**src/rtl/fc_tx_sched_pkg.sv**
```systemverilog
// fc package: link states and ordered-set words shared by the FC port blocks,
// plus the state encoding of the transmit-word scheduler (fc_tx_sched).
package fc;

   // Link state as seen by the port logic, already synchronised to the TX clock.
   typedef enum logic [3:0] {
      STATE_AC  = 4'd0,
      STATE_LR1 = 4'd1,
      STATE_LR2 = 4'd2,
      STATE_LR3 = 4'd3,
      STATE_OL1 = 4'd4,
      STATE_OL2 = 4'd5,
      STATE_OL3 = 4'd6,
      STATE_LF1 = 4'd7,
      STATE_LF2 = 4'd8
   } state_t;

   // Ordered sets, big-endian, K28.5 in the first transmitted byte.
   localparam logic [31:0] IDLE  = 32'hBC95_B5B5;
   localparam logic [31:0] R_RDY = 32'hBC95_4A4A;

   // K flags: ordered sets carry K on the first byte only, frame body words carry none.
   localparam logic [3:0] DATAK_OS   = 4'b1000;
   localparam logic [3:0] DATAK_BODY = 4'b0000;

   // Transmit scheduler FSM.
   typedef enum logic [1:0] {
      S_DOWN  = 2'd0,
      S_INIT  = 2'd1,
      S_GAP   = 2'd2,
      S_FRAME = 2'd3
   } tx_sched_state_t;

endpackage

```
**src/rtl/fc_tx_sched_credit_cnt.sv**
```systemverilog
// fc_credit_cnt: saturating up/down counter used to track R_RDYs still owed to the peer.
// A simultaneous inc and dec leaves the count unchanged; clr wins over both.
module fc_credit_cnt #(
   parameter int W = 8
) (
   input  logic         clk,
   input  logic         reset_n,
   input  logic         inc,
   input  logic         dec,
   input  logic         clr,
   output logic [W-1:0] count
);

   // Count register: clear, saturating increment, floor-at-zero decrement.
   always_ff @(posedge clk or negedge reset_n) begin
      if (!reset_n) begin
         count <= '0;
      end else if (clr) begin
         count <= '0;
      end else if (inc && !dec) begin
         if (count != '1) count <= count + 1'b1;
      end else if (dec && !inc) begin
         if (count != '0) count <= count - 1'b1;
      end
   end

endmodule

```
**src/rtl/fc_tx_sched.sv**
```systemverilog
// fc_tx_sched: per-cycle choice of frame word, IDLE or R_RDY for one FC TX port.
// Optional build macro FC_TX_SCHED_STATS_EN adds the frames_sent / rrdy_sent counters;
// without it both ports read 32'h0.
//
//   state   | meaning
//   --------+-----------------------------------------------------------------
//   S_DOWN  | link not Active; IDLE only, source stalled
//   S_INIT  | link just went Active; sending the mandatory opening IDLEs
//   S_GAP   | between frames; fill words, R_RDYs owed, waiting for a SOF
//   S_FRAME | inside a frame; every accepted word goes straight out
module fc_tx_sched
   import fc::*;
#(
   parameter int MIN_IDLE = 6,
   parameter int MIN_GAP  = 6,
   parameter int CNT_W    = 8
) (
   input  logic             clk,
   input  logic             reset_n,
   input  state_t           state,
   input  logic [31:0]      avtx_data,
   input  logic             avtx_valid,
   input  logic             avtx_startofpacket,
   input  logic             avtx_endofpacket,
   output logic             avtx_ready,
   input  logic             rrdy_req,
   output logic [31:0]      tx_data,
   output logic [3:0]       tx_datak,
   output logic [CNT_W-1:0] rrdy_pending,
   output logic             err_underrun,
   output logic             err_protocol,
   output logic [31:0]      frames_sent,
   output logic [31:0]      rrdy_sent
);

   localparam int IDLE_W = $clog2(MIN_IDLE + 1);
   localparam int GAP_W  = $clog2(MIN_GAP + 1);

   // The IDLE sent on the S_DOWN -> S_INIT edge is the first of the opening run,
   // so S_INIT leaves while sending the MIN_IDLE-th one.
   localparam logic [IDLE_W-1:0] INIT_LAST = IDLE_W'(MIN_IDLE - 1);
   localparam logic [IDLE_W-1:0] INIT_ONE  = IDLE_W'(1);
   localparam logic [GAP_W-1:0]  GAP_FULL  = GAP_W'(MIN_GAP);
   localparam logic [1:0]        RUN_FULL  = 2'd2;

   tx_sched_state_t   fsm_q, fsm_d;
   logic [GAP_W-1:0]  gap_q, gap_d;
   logic [1:0]        run_q, run_d;
   logic [IDLE_W-1:0] init_q, init_d;

   logic [31:0] data_d;
   logic [3:0]  datak_d;
   logic        send_rrdy;
   logic        set_underrun;
   logic        set_protocol;
   logic        clr_credit;

   logic             link_up;
   logic             gap_sat;
   logic             run_sat;
   logic [GAP_W-1:0] gap_fill;
   logic [1:0]       run_idle;

   assign link_up  = (state == STATE_AC);
   assign gap_sat  = (gap_q == GAP_FULL);
   assign run_sat  = (run_q == RUN_FULL);
   assign gap_fill = gap_sat ? gap_q : gap_q + 1'b1;
   assign run_idle = run_sat ? run_q : run_q + 1'b1;

   // State register.
   always_ff @(posedge clk or negedge reset_n) begin
      if (!reset_n) fsm_q <= S_DOWN;
      else          fsm_q <= fsm_d;
   end

   // Next state, next TX word and gap bookkeeping; avtx_ready is the only direct output.
   always_comb begin
      fsm_d        = fsm_q;
      gap_d        = gap_q;
      run_d        = run_q;
      init_d       = init_q;
      data_d       = IDLE;
      datak_d      = DATAK_OS;
      send_rrdy    = 1'b0;
      set_underrun = 1'b0;
      set_protocol = 1'b0;
      clr_credit   = 1'b0;
      avtx_ready   = 1'b0;

      unique case (fsm_q)
         S_DOWN: begin
            if (link_up) begin
               fsm_d  = S_INIT;
               init_d = INIT_ONE;
            end
         end

         S_INIT: begin
            if (init_q >= INIT_LAST) begin
               fsm_d = S_GAP;
               gap_d = GAP_FULL;
               run_d = RUN_FULL;
            end else begin
               init_d = init_q + 1'b1;
            end
         end

         S_GAP: begin
            // Owed R_RDYs hold off the next SOF until they have all gone out.
            avtx_ready = gap_sat && run_sat && (rrdy_pending == '0);
            if (avtx_valid && avtx_ready && avtx_startofpacket && !avtx_endofpacket) begin
               fsm_d  = S_FRAME;
               data_d = avtx_data;
            end else begin
               if (avtx_valid && avtx_ready) set_protocol = 1'b1;
               gap_d = gap_fill;
               if ((rrdy_pending != '0) && run_sat) begin
                  data_d    = R_RDY;
                  send_rrdy = 1'b1;
                  run_d     = 2'd0;
               end else begin
                  run_d = run_idle;
               end
            end
         end

         S_FRAME: begin
            avtx_ready = 1'b1;
            if (avtx_valid) begin
               data_d  = avtx_data;
               datak_d = (avtx_startofpacket || avtx_endofpacket) ? DATAK_OS : DATAK_BODY;
               if (avtx_endofpacket) begin
                  fsm_d = S_GAP;
                  gap_d = '0;
                  run_d = 2'd0;
               end
            end else begin
               set_underrun = 1'b1;
            end
         end

         default: ;
      endcase

      // Losing the link overrides everything: the word in flight is discarded and
      // owed credit is forgotten, since the peer will re-login anyway.
      if (!link_up && (fsm_q != S_DOWN)) begin
         fsm_d        = S_DOWN;
         data_d       = IDLE;
         datak_d      = DATAK_OS;
         send_rrdy    = 1'b0;
         set_underrun = 1'b0;
         set_protocol = (fsm_q == S_FRAME);
         clr_credit   = 1'b1;
      end
   end

   // Gap/IDLE-run/opening counters and the registered TX word.
   always_ff @(posedge clk or negedge reset_n) begin
      if (!reset_n) begin
         gap_q    <= '0;
         run_q    <= '0;
         init_q   <= '0;
         tx_data  <= IDLE;
         tx_datak <= DATAK_OS;
      end else begin
         gap_q    <= gap_d;
         run_q    <= run_d;
         init_q   <= init_d;
         tx_data  <= data_d;
         tx_datak <= datak_d;
      end
   end

   // Sticky error flags, cleared only by reset.
   always_ff @(posedge clk or negedge reset_n) begin
      if (!reset_n) begin
         err_underrun <= 1'b0;
         err_protocol <= 1'b0;
      end else begin
         err_underrun <= err_underrun | set_underrun;
         err_protocol <= err_protocol | set_protocol;
      end
   end

   fc_credit_cnt #(
      .W (CNT_W)
   ) u_credit (
      .clk     (clk),
      .reset_n (reset_n),
      .inc     (rrdy_req),
      .dec     (send_rrdy),
      .clr     (clr_credit),
      .count   (rrdy_pending)
   );

`ifdef FC_TX_SCHED_STATS_EN
   logic frame_done;

   assign frame_done = link_up && (fsm_q == S_FRAME) && avtx_valid && avtx_endofpacket;

   // Wrapping statistics counters.
   always_ff @(posedge clk or negedge reset_n) begin
      if (!reset_n) begin
         frames_sent <= '0;
         rrdy_sent   <= '0;
      end else begin
         if (frame_done) frames_sent <= frames_sent + 32'd1;
         if (send_rrdy)  rrdy_sent   <= rrdy_sent + 32'd1;
      end
   end
`else
   assign frames_sent = 32'h0;
   assign rrdy_sent   = 32'h0;
`endif

endmodule

```
**config.mk**
```make
export PLATFORM = sky130hd
export DESIGN_NAME = fc_tx_sched
export DESIGN_NICKNAME = d
export VERILOG_FILES = /design/src/rtl/fc_tx_sched_pkg.sv /design/src/rtl/fc_tx_sched_credit_cnt.sv /design/src/rtl/fc_tx_sched.sv
export SDC_FILE = /design/constraint.sdc
export NUM_CORES = 1
export LEC_CHECK = 0
export CORE_UTILIZATION = 25
export CTS_CLUSTER_DIAMETER = 50
export DETAILED_ROUTE_END_ITERATION = 8
export SETUP_SLACK_MARGIN = 0.5
export SYNTH_ARGS = -nofsm -noshare
export SYNTH_HDL_FRONTEND = slang
export SYNTH_HIERARCHICAL = 1
export SYNTH_SLANG_ARGS = --single-unit
export TNS_END_PERCENT = 100
```
**constraint.sdc**
```tcl
create_clock -name clk -period 4.7 [get_ports clk]
set_input_delay 0.94 -clock clk [delete_from_list [all_inputs] [get_ports clk]]
set_output_delay 0.94 -clock clk [all_outputs]
set_load 0.03 [all_outputs]
```
# Word-level counts from Yosys, hierarchy flattened
# Cells that the tools add are included.
# op_classes
reduce_logical	28
eq_ne	20
magnitude_cmp	1
muxes	49
addsub	5
n_bitwise	2
# op_table
operator	count
$mux W32	3
$pmux W32 S2	1
$mux W8	5
$mux W2	11
$mux W3	7
$ne A3 B3 Y1 const B	7
$mux W16	1
$mux W4	4
$ne A2 B2 Y1 const B	7
$mux W1	12
$reduce_and A6 Y1	2
$logic_and A1 B1 Y1	9
$pmux W3 S3	1
$reduce_bool A3 Y1	3
$add A8 B1 Y8 const B	1
$logic_not A8 Y1	1
$ne A8 B8 Y1 const B	1
$pmux W2 S4	1
$reduce_bool A8 Y1	1
$sub A8 B1 Y8 const B	1
$add A3 B1 Y3 const B	2
$eq A2 B2 Y1 const B	3
$pmux W2 S3	1
$pmux W3 S2	1
13 further kinds	19
# word_totals
reg_bits	56
in_bits	42
output_inout_bits	111

# Logic depth before layout (Yosys ltp)
# Gate-level depths: netlist (run 1).
# depth
ltp_word	13
mapped_depth	13

# By module
# The synthesis (run 1) kept the hierarchy.
# modules_own_cells
module	seq_area_each_um2	area_each_um2	instances	cells_per_inst
fc_tx_sched	1151.1	2547.4	1	247
fc_credit_cnt	200.2	711.9	1	77

# Worst setup path after synthesis (run 1)
# No wires, ideal clock.
# synth_path
kind	input-to-reg
start	input state[1]
end	register u_credit.count[6]
t_required_ns	4.596
stages	12
setup_slack_ns	0.944
t_arrival_ns	3.652
path_cell_list	nor4_4 -> nor2_2 -> nor4_4 -> buf_2 -> nor2b_1 -> inv_1 -> ha_1 -> nor2b_1 -> o31a_1 -> o21a_1 -> a2111o_1 -> o311ai_1
# synth_via
word_cells_on_any_way	14
# synth_rtl
element	line	rtl
start, declared	fc_tx_sched.sv:20	input state_t state,
$logic_not A4 Y1 (*)	fc_tx_sched.sv:64	assign link_up = (state == STATE_AC);
$logic_not A1 Y1 (*)	fc_tx_sched.sv:147	if (!link_up && (fsm_q != S_DOWN)) begin
$logic_and A1 B1 Y1 (*)	fc_tx_sched.sv:147	
$mux W1 (*)	fc_tx_sched.sv:147	
via clr_credit	fc_tx_sched.sv:56	logic clr_credit;
$ne A3 B3 Y1 (no line) or $reduce_bool A3 Y1 (tied branches)	--	
$reduce_and A3 Y1 (no line)	--	
end signal, assigned	fc_tx_sched_credit_cnt.sv:21	if (count != '1) count <= count + 1'b1;
end signal, assigned	fc_tx_sched_credit_cnt.sv:23	if (count != '0) count <= count - 1'b1;
end, declared	fc_tx_sched_credit_cnt.sv:11	output logic [W-1:0] count
# The timed path passes the listed nets; every way through them passes the cells marked *.
# A chain may end at the register's enable or synchronous reset.

# Final worst setup path (run 1)
# Ends and elaborated chain as after synthesis.

==> results of run 1 <==
critical path: stages:
cell and delay [ns]:
clkdlybuf4s50_1 0.45, nor4_4 0.37, nor2_2 0.11, nor4_4 0.29, nor2b_1 0.17, inv_1 0.20
ha_1 0.31, nor2b_1 0.17, o31a_1 0.25, o21a_1 0.19, a2111o_1 0.38, o311ai_1 0.07
sequential cells by signal (all words and copies together), names as in the netlist:
signal	count
fsm_q	2
tx_data	32
init_q	3
tx_datak	1
run_q	2
u_credit/count	8
err_underrun	1
gap_q	3
err_protocol	1
metal layers:
metal | vias to the layer above | routed length [um] | GRT usage, % | share of wire (%)
met2 | 140 | 3630 | 19.8 | 48
met5 | - | 0 | 0 | 0
met3 | 10 | 657 | 2.23 | 8.6
met4 | 0 | 137 | 4.53 | 1.8
li1 | 1178 | - | - | -
met1 | 1224 | 3200 | 13.6 | 42
cell usage in the layout (no fill, tap or decap), types with 5 or more instances in the layout:
| cell | netlist | final |
|---|---|---|
| nand4_1 | 8 | 8 |
| clkbuf_16 | 0 | 5 |
| nor2_1 | 20 | 20 |
| inv_1 | 8 | 8 |
| o21ai_0 | 9 | 9 |
| a31o_1 | 6 | 6 |
| a21oi_1 | 15 | 15 |
| nand2b_1 | 5 | 5 |
| conb_1 | 1 | 67 |
| nand2_1 | 14 | 14 |
| or3_1 | 8 | 8 |
| dfrtp_1 | 33 | 33 |
| nor2b_1 | 6 | 6 |
| clkdlybuf4s50_1 | 0 | 84 |
| dfstp_2 | 20 | 20 |
| and3_1 | 9 | 9 |
| ha_1 | 10 | 10 |
worst paths after layout:
path,startpoint,end
setup / recovery,state[1],u_credit/count[6]
hold / removal,reset_n,u_credit/count[2]
setup reg to reg,u_credit/count[4],u_credit/count[6]
hold reg to reg,err_underrun,err_underrun
max in group asynchronous,reset_n,tx_data[8]
min in group clk,err_underrun,err_underrun
report_power, final:
group	switching (W)	internal (W)
clock network	0.000181	0.000205
registers	0.000103	0.000517
logic	0.000389	0.000279
cell families (layout without fill, tap and decap cells):
logic type	count (synthesis)	count (layout)	share of synthesized area, %
xor+xnor	5	5	1.34
flops	53	53	41.5
simple gates	97	97	18.3
other cells	1	67	0.115
compound gates	71	71	16.1
buf+inv	86	105	18.2
fa+ha+maj	11	11	4.45
Yosys cell counts, drive strengths merged, types with 3 or more instances:
master and n:
ha 10, nand3 4, a31o 7, nor2b 6
dfstp 20, o21bai 4, dfrtp 33, nand4 8
a21oi 15, a21o 3, and2 3, and3 9
nand2 15, or3 8, clkbuf 5, a211oi 5
xnor2 4, o21a 4, nand2b 5, inv 8
nor4 6, buf 73, nor2 22, o21ai 10
cell type report:
cell class                 instances  area, sq um  area share (%)
clock buffer                       5          125            2.99
clock inverter                     3         28.8           0.687
inverter                           8         30.0           0.717
multi-input combinational        251         1560            37.3
sequential                        53         1350            32.2
tap                              172          215            5.14
timing repair buffer              89          876            20.9
metrics by stage:
stage | util [%] | area, sq um | worst slack [ns] | hold slack [ns] | cells
global route | 33.1 | 4190 | 0.841 | 0.513 | 581
CTS | 33.1 | 4190 | 0.987 | 0.497 | 581
floorplan | - | 3510 | 0.944 | 0.476 | 390
detailed placement | 31.9 | 4040 | 0.681 | 0.480 | 573
finish | 33.1 | 4190 | 1.00 | 0.507 | 581
global placement | 31.9 | 4040 | 0.790 | 0.474 | 573
==> results.tsv, run 1 <==
stage	metric	value	unit
outcome	status	finished clean	
floorplan	full die area	13500	sq um
route	Routed WL	7620	um
synth	Post-synth EDFFs	0	
route	vias	2552	
flow_run	Max-Cap Viols	0	
final_layout	# nets final	461	
clocking	H-tree depth	2	
worst_setup_path	Worst Path Required	4.90	ns
clocking	CTS tree	yes	
clocking	# Post-CTS Setup Buffers	0	
clocking	root buf cell	clkbuf_16	
place	Port Buf Inserts	85	
worst_setup_path	reg-to-reg slack, setup	1.15	ns
synth	Unique masters post-synth	62	
worst_setup_path	Crit Path Category	in2reg	
floorplan	row count	41	
place	routability congestion estimate	0.832	
power	pwr/cell area	399	nW/um^2
floorplan	core area	12700	sq um
worst_setup_path	CP endpoint kind	flip-flop	
sta	part of the cycle the worst path needs	78.6	%
final_layout	Synth-to-Final Area Change	28.6	%
floorplan	Die H	116	um
floorplan	Starting Density	25.7	%
clocking	post-CTS sizing	0	
global_routing	first-pass GRT wire length	12000	um
synth	Top FF cell, synth	dfrtp_1	
synth	area leader, netlist	dfrtp_1	
worst_setup_path	Worst EP arrival	3.89	ns
sta	RSZ-0062 raised after global routing	no	
sta	Setup violations, final	0	
power	worst vdd ir	0.161	mV
route	drt initial violations	179	
route	drt first pass iters	4	
sta	Worst Skew	0.00505	ns
clocking	Worst-path clk slew	0.08	ns
synth	post-synth top area share	25.3	%
global_routing	gr ovfl total	0	
place	DP HPWL	5680	um
power	Tot Pwr	0.00167	W
clocking	deepest clock path buffer count	2	
power	Static Leak	1.77	nW
route	Routed WL per cell	13.1	um
global_routing	number of global-route vias before repair	2375	
synth	ys async rst share	100	%
worst_setup_path	crit path launch type	primary input	
floorplan	die width	116	um
synth	top cells by area, synth	dfrtp_1 (25%), dfstp_2 (16%), buf_4 (15%)	
global_routing	largest net degree at the start of global routing	43	
sta	worst-margin pin slew	0.640	ns
sta	Final Hold Vio Count	0	
global_routing	initial antenna violation count	0	
synth	cells after synthesis	324	
worst_setup_path	R2R depth	11	
clocking	CTS Hold Bufs	0	
final_layout	Fillers	1294	
worst_setup_path	CP Max Fanout	6	
clocking	worst skew pair latency	0.29	ns
clocking	TritonCTS Sinks	53	
synth	Yosys reg bits	53	
route	residual DRC count	0	
sta	Slew Viols, Final	0	
synth	sequential cell area fraction in the yosys report	41.5	%
synth	mean post-synth cell area	10.1	sq um
global_routing	Total Routing Usage GR	11.3	%
final_layout	share of cells above drive strength 1	12.2	%
final_layout	n_diodes	0	
floorplan	I/O pin total	153	
sta	Final TNS setup	0	ns
synth	cell area after synthesis	3260	sq um
route	Via-to-Cell Ratio	4.39	
route	Final ANT Viol Nets	0	
clocking	Inserted Clock Buffers	5	
sta	min cycle time layout	3.70	ns
sta	Slew headroom	57.3	%
synth	Synth warnings	6	
worst_hold_path	HP Class	in2async	
sta	achievable frequency	0.271	GHz
Note: power is estimated with default switching activity, not from simulation.
==> run 2, diff against run 1 <==
Clock period 4.7 ns to 3.1 ns, I/O delays scaled along.
==> run 2 against run 1 <==
Worst hold slack lost 0.29 ns; die area stayed put; critical path depth rose by 1; clock skew down 0.0013 ns; clock-buffer cell count stayed put; register-to-register slack got worse by 0.84 ns; via count rose by 2.9%; total power increased by 73%; non-clock buffer count rose by 29; sequential share of layout area shrank 2.4 points; utilization up 2.9 points.
==> results.tsv, run 2 (synthesized netlist as in run 1, its figures left out) <==
stage	metric	value	unit	change
outcome	status	finished clean		
worst_setup_path	Critical R2R Launch	u_credit/count[1]		
final_layout	# nets final	490		+6.3%
final_layout	number of flip-flops in the largest register	32		unchanged
worst_hold_path	HP Class	in2async		
power	pwr/cell area	636	nW/um^2	+59%
worst_setup_path	Worst Path Required	3.29	ns	-1.61 ns
sta	Final TNS setup	0	ns	unchanged
sta	Setup violations, final	0		unchanged
sta	Final Hold Vio Count	0		unchanged
route	drt first pass iters	4		unchanged
sta	achievable frequency	0.358	GHz	
floorplan	Die H	116	um	unchanged
clocking	H-tree depth	2		unchanged
power	clock network power share	19.5	%	-3.5 points
route	Routed WL	8120	um	+6.5%
worst_setup_path	crit path launch type	flip-flop		
final_layout	Regs by FF count	tx_data (32), u_credit/count (8)		
sta	part of the cycle the worst path needs	90.1	%	
sta	Worst Skew	0.00375	ns	-0.00129 ns
global_routing	Total Routing Usage GR	12.4	%	+1.1 points
clocking	worst skew pair latency	0.29	ns	about the same
power	Comb power frac	49.7	%	+9.8 points
worst_setup_path	CP Max Fanout	4		-2
final_layout	final cell count without fillers	610		+5.0%
final_layout	largest reg by FF count	tx_data		
route	Routed WL per cell	13.3	um	+1.5%
floorplan	I/O pin total	153		unchanged
clocking	CTS Hold Bufs	0		unchanged
sta	setup ws final	0.307	ns	-0.697 ns
worst_setup_path	reg-to-reg slack, setup	0.31	ns	-0.84 ns
route	drt initial violations	151		-16%
final_layout	multi-input logic area	1700	sq um	+8.9%
route	Via-to-Cell Ratio	4.31		-2.0%
final_layout	Synth-to-Final Area Change	39.8	%	
floorplan	full die area	13500	sq um	unchanged
clocking	CTS tree	yes		
clocking	Worst-path clk slew	0.07	ns	about the same
sta	min cycle time layout	2.79	ns	
route	vias	2627		+2.9%
clocking	Inserted Clock Buffers	5		unchanged
place	DP HPWL	5850	um	+3.0%
power	switching share of power	38.9	%	-1.3 points
place	dpl ws	-0.158	ns	-0.838 ns
floorplan	core area	12700	sq um	unchanged
final_layout	Fillers	1273		-1.6%
sta	worst-margin pin slew	0.611	ns	-0.0295 ns
clocking	deepest clock path buffer count	2		unchanged
final_layout	share of cells above drive strength 1	23.3	%	+11 points
worst_setup_path	Crit Path Category	reg2reg		
global_routing	initial antenna violation count	0		unchanged
power	Reg power frac	30.8	%	-6.2 points
clocking	TritonCTS Sinks	53		unchanged
worst_setup_path	R2R depth	13		+2
worst_setup_path	reg-to-reg critical path endpoint	u_credit/count[7]		
global_routing	largest net degree at the start of global routing	28		-35%
floorplan	die width	116	um	unchanged
final_layout	n_diodes	0		unchanged
place	routability congestion estimate	0.834		+0.26%
floorplan	row count	41		unchanged
worst_setup_path	CP endpoint kind	flip-flop		
power	Static Leak	1.93	nW	+8.8%
worst_setup_path	Worst EP arrival	2.99	ns	-0.90 ns
sta	RSZ-0062 raised after global routing	yes		
floorplan	Starting Density	25.7	%	unchanged
place	placed cells	591		+3.1%
place	Port Buf Inserts	85		unchanged
power	P_sw	0.00113	W	+68%
flow_run	Max-Cap Viols	0		unchanged
global_routing	number of global-route vias before repair	2583		+8.8%
final_layout	Sequential cell area	1360	sq um	+0.56%
final_layout	commonest cells after routing, fill and taps aside	clkdlybuf4s50_1 (79), conb_1 (67), buf_4 (30)		
power	internal power	0.00177	W	+77%
route	residual DRC count	0		unchanged
sta	Slew headroom	59.1	%	+1.8 points
final_layout	commonest non-fill, non-tap cell in the layout	clkdlybuf4s50_1		
sta	Slew Viols, Final	0		unchanged
power	worst vdd ir	0.206	mV	+28%
clocking	root buf cell	clkbuf_16		
global_routing	first-pass GRT wire length	12900	um	+7.4%
route	Final ANT Viol Nets	0		unchanged
global_routing	gr ovfl total	0		unchanged
==> run 2: changes by cell type in the layout (fill, tap and decap cells not counted), moves of 5 or more <==
| cell | before | now |
|---|---|---|
| buf_4 | 4 | 30 |
| ha_4 | 0 | 6 |
| ha_1 | 10 | 4 |
| dfrtp_1 | 33 | 27 |
| clkdlybuf4s50_1 | 84 | 79 |
| dfrtp_2 | 0 | 6 |
==> run 2: cell type report <==
class,instances,area share [%]
sequential,53,29.8
clock inverter,3,0.467
tap,172,4.72
inverter,8,0.714
timing repair buffer,118,24.1
clock buffer,5,2.75
multi-input combinational,251,37.4
==> run 2: worst max path at each step <==
| stage | from | endpoint | slack [ns] | cells after the start |
|---|---|---|---|---|
| CTS | u_credit/count[7] | u_credit/count[6] | 0.29 | 11 |
| global placement | state[2] | u_credit/count[6] | -0.13 | 12 |
| floorplan | u_credit/count[0] | u_credit/count[6] | -0.005 | 12 |
| finish | u_credit/count[1] | u_credit/count[7] | 0.31 | 13 |
| detailed placement | state[2] | u_credit/count[6] | -0.16 | 12 |
| global route | u_credit/count[6] | u_credit/count[5] | 0.20 | 14 |
==> run 2: stage by stage <==
step                      hold WS (ns)  utilization [%]  area, sq um  power [W]
final                            0.217             36.0         4560    0.00290
after CTS                        0.215             35.2         4460    0.00279
after floorplan                  0.324                -         3560    0.00175
after detailed placement         0.473             33.3         4220    0.00211
after global routing             0.231             36.0         4560    0.00308
after global placement           0.464             33.3         4220    0.00208
==> run 2: power by group through the flow <==
stage / clock network [W] / registers, W / logic, W
after floorplan: 0 / 0.00103 / 0.000722
after global placement: 0 / 0.000936 / 0.00114
after detailed placement: 0 / 0.000942 / 0.00116
after CTS: 0.000598 / 0.000883 / 0.00131
after global routing: 0.000619 / 0.000905 / 0.00156
final: 0.000566 / 0.000891 / 0.00144
==> run 2: per-layer routing <==
metal | up-vias | global-route usage [%] | routed length [um]
met5 | - | 0 | 0
met4 | 0 | 4.79 | 197
met3 | 15 | 3.37 | 624
met2 | 132 | 21.4 | 3990
met1 | 1241 | 14.7 | 3310
li1 | 1239 | - | -
==> run 2: worst max-delay path, cell delays in order (launching register included) <==
cell      delay [ns]
dfrtp_2         0.42
or4_4           0.57
nor2_4          0.17
nor4_4          0.07
nor2b_4         0.15
inv_4           0.07
buf_12          0.13
ha_4            0.26
buf_6           0.11
nand3_4         0.08
nor3_4          0.18
a211oi_2        0.07
xnor2_1         0.14
a221oi_2        0.26
==> run 2: what timing repair did <==
item / in CTS / in global routing
setup endpoints to repair: 8 / 7
gates resized for setup: 16 / 16
pin swaps: 12 / 20
setup buffers: 9 / 2
endpoints found under the hold margin: 0 / 0
==> run 3, diff against run 2 <==
Settings changed: RECOVER_POWER set to 100, SETUP_SLACK_MARGIN 0.5 to 0.3.
==> run 3 against run 2 <==
The flow now finishes with violations (max-capacitance violations, max-slew violations); sequential power down 1%; worst hold slack improved by 0.26 ns; non-clock buffer count fell by 1; flip-flop and latch count is the same; wire length down 0.95%; combinational power decreased by 3%; final area is 1.1% lower; final cell count down 0.16%; clock skew grew 0.0020 ns; register-to-register slack lost 0.06 ns; fmax decreased by 2.1%; largest power group unchanged.
==> results.tsv, run 3 (synthesized netlist as in run 1, its figures left out) <==
stage	metric	value	unit	change
worst_setup_path	Crit Path Category	reg2reg		
floorplan	Starting Density	25.7	%	unchanged
sta	Final Hold Vio Count	0		unchanged
sta	Slew Viols, Final	38		+38
global_routing	first-pass GRT wire length	12500	um	-2.9%
place	routability congestion estimate	0.844		+1.1%
worst_setup_path	Worst Path Required	3.31	ns	+0.02 ns
worst_hold_path	HP Class	reg2reg		
place	dpl ws	-0.244	ns	-0.0866 ns
flow_run	Max-Cap Viols	1		+1
place	Port Buf Inserts	85		unchanged
worst_setup_path	CP endpoint kind	flip-flop		
clocking	CTS tree	yes		
place	DP HPWL	5710	um	-2.4%
route	Final ANT Viol Nets	0		unchanged
floorplan	Die H	116	um	unchanged
sta	Final TNS setup	0	ns	unchanged
route	drt initial violations	124		-18%
floorplan	row count	41		unchanged
worst_setup_path	crit path launch type	flip-flop		
final_layout	final cell count without fillers	609		-0.16%
clocking	Worst-path clk slew	0.08	ns	about the same
clocking	H-tree depth	2		unchanged
worst_setup_path	Worst EP arrival	3.06	ns	+0.07 ns
final_layout	largest reg by FF count	tx_data		
final_layout	n_diodes	0		unchanged
route	drt first pass iters	4		unchanged
sta	Slew headroom	-41.5	%	-100 points
final_layout	share of cells above drive strength 1	21.1	%	-2.2 points
route	Via-to-Cell Ratio	4.29		-0.48%
final_layout	commonest non-fill, non-tap cell in the layout	conb_1		
clocking	worst skew pair latency	0.30	ns	about the same
global_routing	number of global-route vias before repair	2487		-3.7%
final_layout	commonest cells after routing, fill and taps aside	conb_1 (67), dlygate4sd3_1 (44), clkdlybuf4s50_1 (35)		
sta	Setup violations, final	0		unchanged
clocking	root buf cell	clkbuf_16		
final_layout	Final Util	35.6	%	-0.39 points
global_routing	Total Routing Usage GR	12.0	%	-0.42 points
sta	min cycle time layout	2.85	ns	+0.0601 ns
final_layout	Synth-to-Final Area Change	38.3	%	
clocking	deepest clock path buffer count	2		unchanged
power	worst vdd ir	0.241	mV	+17%
global_routing	largest net degree at the start of global routing	38		+36%
floorplan	I/O pin total	153		unchanged
final_layout	Regs by FF count	tx_data (32), u_credit/count (8)		
power	Static Leak	1.89	nW	-1.9%
sta	achievable frequency	0.351	GHz	-2.1%
sta	Worst Skew	0.00578	ns	+0.00203 ns
worst_setup_path	CP Max Fanout	5		+1
place	placed cells	591		unchanged
final_layout	number of flip-flops in the largest register	32		unchanged
floorplan	full die area	13500	sq um	unchanged
power	pwr/cell area	632	nW/um^2	-0.66%
floorplan	core area	12700	sq um	unchanged
route	vias	2610		-0.65%
route	Routed WL per cell	13.2	um	-0.79%
final_layout	Post-Layout Inst Area	4510	sq um	-1.1%
sta	setup ws final	0.247	ns	-0.0601 ns
final_layout	# nets final	489		-0.20%
clocking	Inserted Clock Buffers	5		unchanged
clocking	TritonCTS Sinks	53		unchanged
place	Placed Instance Area	4200	sq um	-0.56%
global_routing	gr ovfl total	0		unchanged
route	Routed WL	8040	um	-0.95%
sta	part of the cycle the worst path needs	92.0	%	+1.9 points
outcome	failing checks	max-capacitance violations, max-slew violations		
outcome	status	finished, violations left		
sta	RSZ-0062 raised after global routing	yes		
route	residual DRC count	0		unchanged
global_routing	initial antenna violation count	0		unchanged
sta	worst-margin pin slew	2.12	ns	+1.51 ns
floorplan	die width	116	um	unchanged
run 3: cell count changes in the layout (fill, tap and decap cells not counted), moves of 6 or more:
cell / delta
buf_4: -6
clkbuf_1: +6
clkdlybuf4s50_1: -44
dlygate4sd3_1: +44
run 3: repair_timing:
action | in CTS | in global routing
gates resized for setup | 27 | 8
pin swaps | 15 | 12
hold buffers | 0 | 0
endpoints found under the setup margin | 6 | 4
buffers inserted | 7 | 3
run 3: where the power goes:
group          switching, W  total, W  internal, W
Clock              0.000277  0.000583     0.000306
Combinational      0.000741   0.00139     0.000645
Sequential        0.0000898  0.000879     0.000789
Total               0.00111   0.00285      0.00174
run 3: per-layer routing:
| layer | share of wire, % | GRT usage, % | vias to the layer above |
|---|---|---|---|
| met5 | 0 | 0 | - |
| met4 | 1.2 | 3.08 | 0 |
| met3 | 6.7 | 2.59 | 8 |
| met2 | 52 | 21.7 | 115 |
| met1 | 41 | 14.3 | 1248 |
| li1 | - | - | 1239 |
run 3: path summary, 6_finish.rpt:
check	startpoint	to	slack, ns	cells past startpoint
max	u_credit/count[7]	u_credit/count[5]	0.25	13
min	err_protocol	err_protocol	0.48	1
max reg2reg	u_credit/count[7]	u_credit/count[5]	0.25	13
min reg2reg	err_protocol	err_protocol	0.48	1
max in group asynchronous	reset_n	u_credit/count[4]	0.79	1
min in group asynchronous	reset_n	err_protocol	0.93	1
run 3: cell type report:
type                            count  area (sq um)
Fill cell                        1293          8160
Multi-Input combinational cell    251          1680
Sequential cell                    53          1360
Timing Repair Buffer              117          1070
Tap cell                          172           215
Clock buffer                        5           125
Inverter                            8          32.5
Clock inverter                      3          26.3
run 3: critical path, stage by stage (launching register included):
cell and delay, ns:
dfrtp_2 0.41, or4_4 0.59, nor2_4 0.15, nor4_4 0.07, nor2b_4 0.16, inv_4 0.07
buf_6 0.12, ha_4 0.21, a211oi_4 0.25, buf_4 0.18, o21bai_4 0.07, a21oi_1 0.26
nand4b_1 0.15, o221ai_2 0.08
run 3: metrics by stage:
stage | power [W] | hold slack, ns
floorplan | 0.00172 | 0.324
detailed placement | 0.00208 | 0.469
finish | 0.00285 | 0.479
CTS | 0.00282 | 0.482
global route | 0.00305 | 0.513
global placement | 0.00205 | 0.462
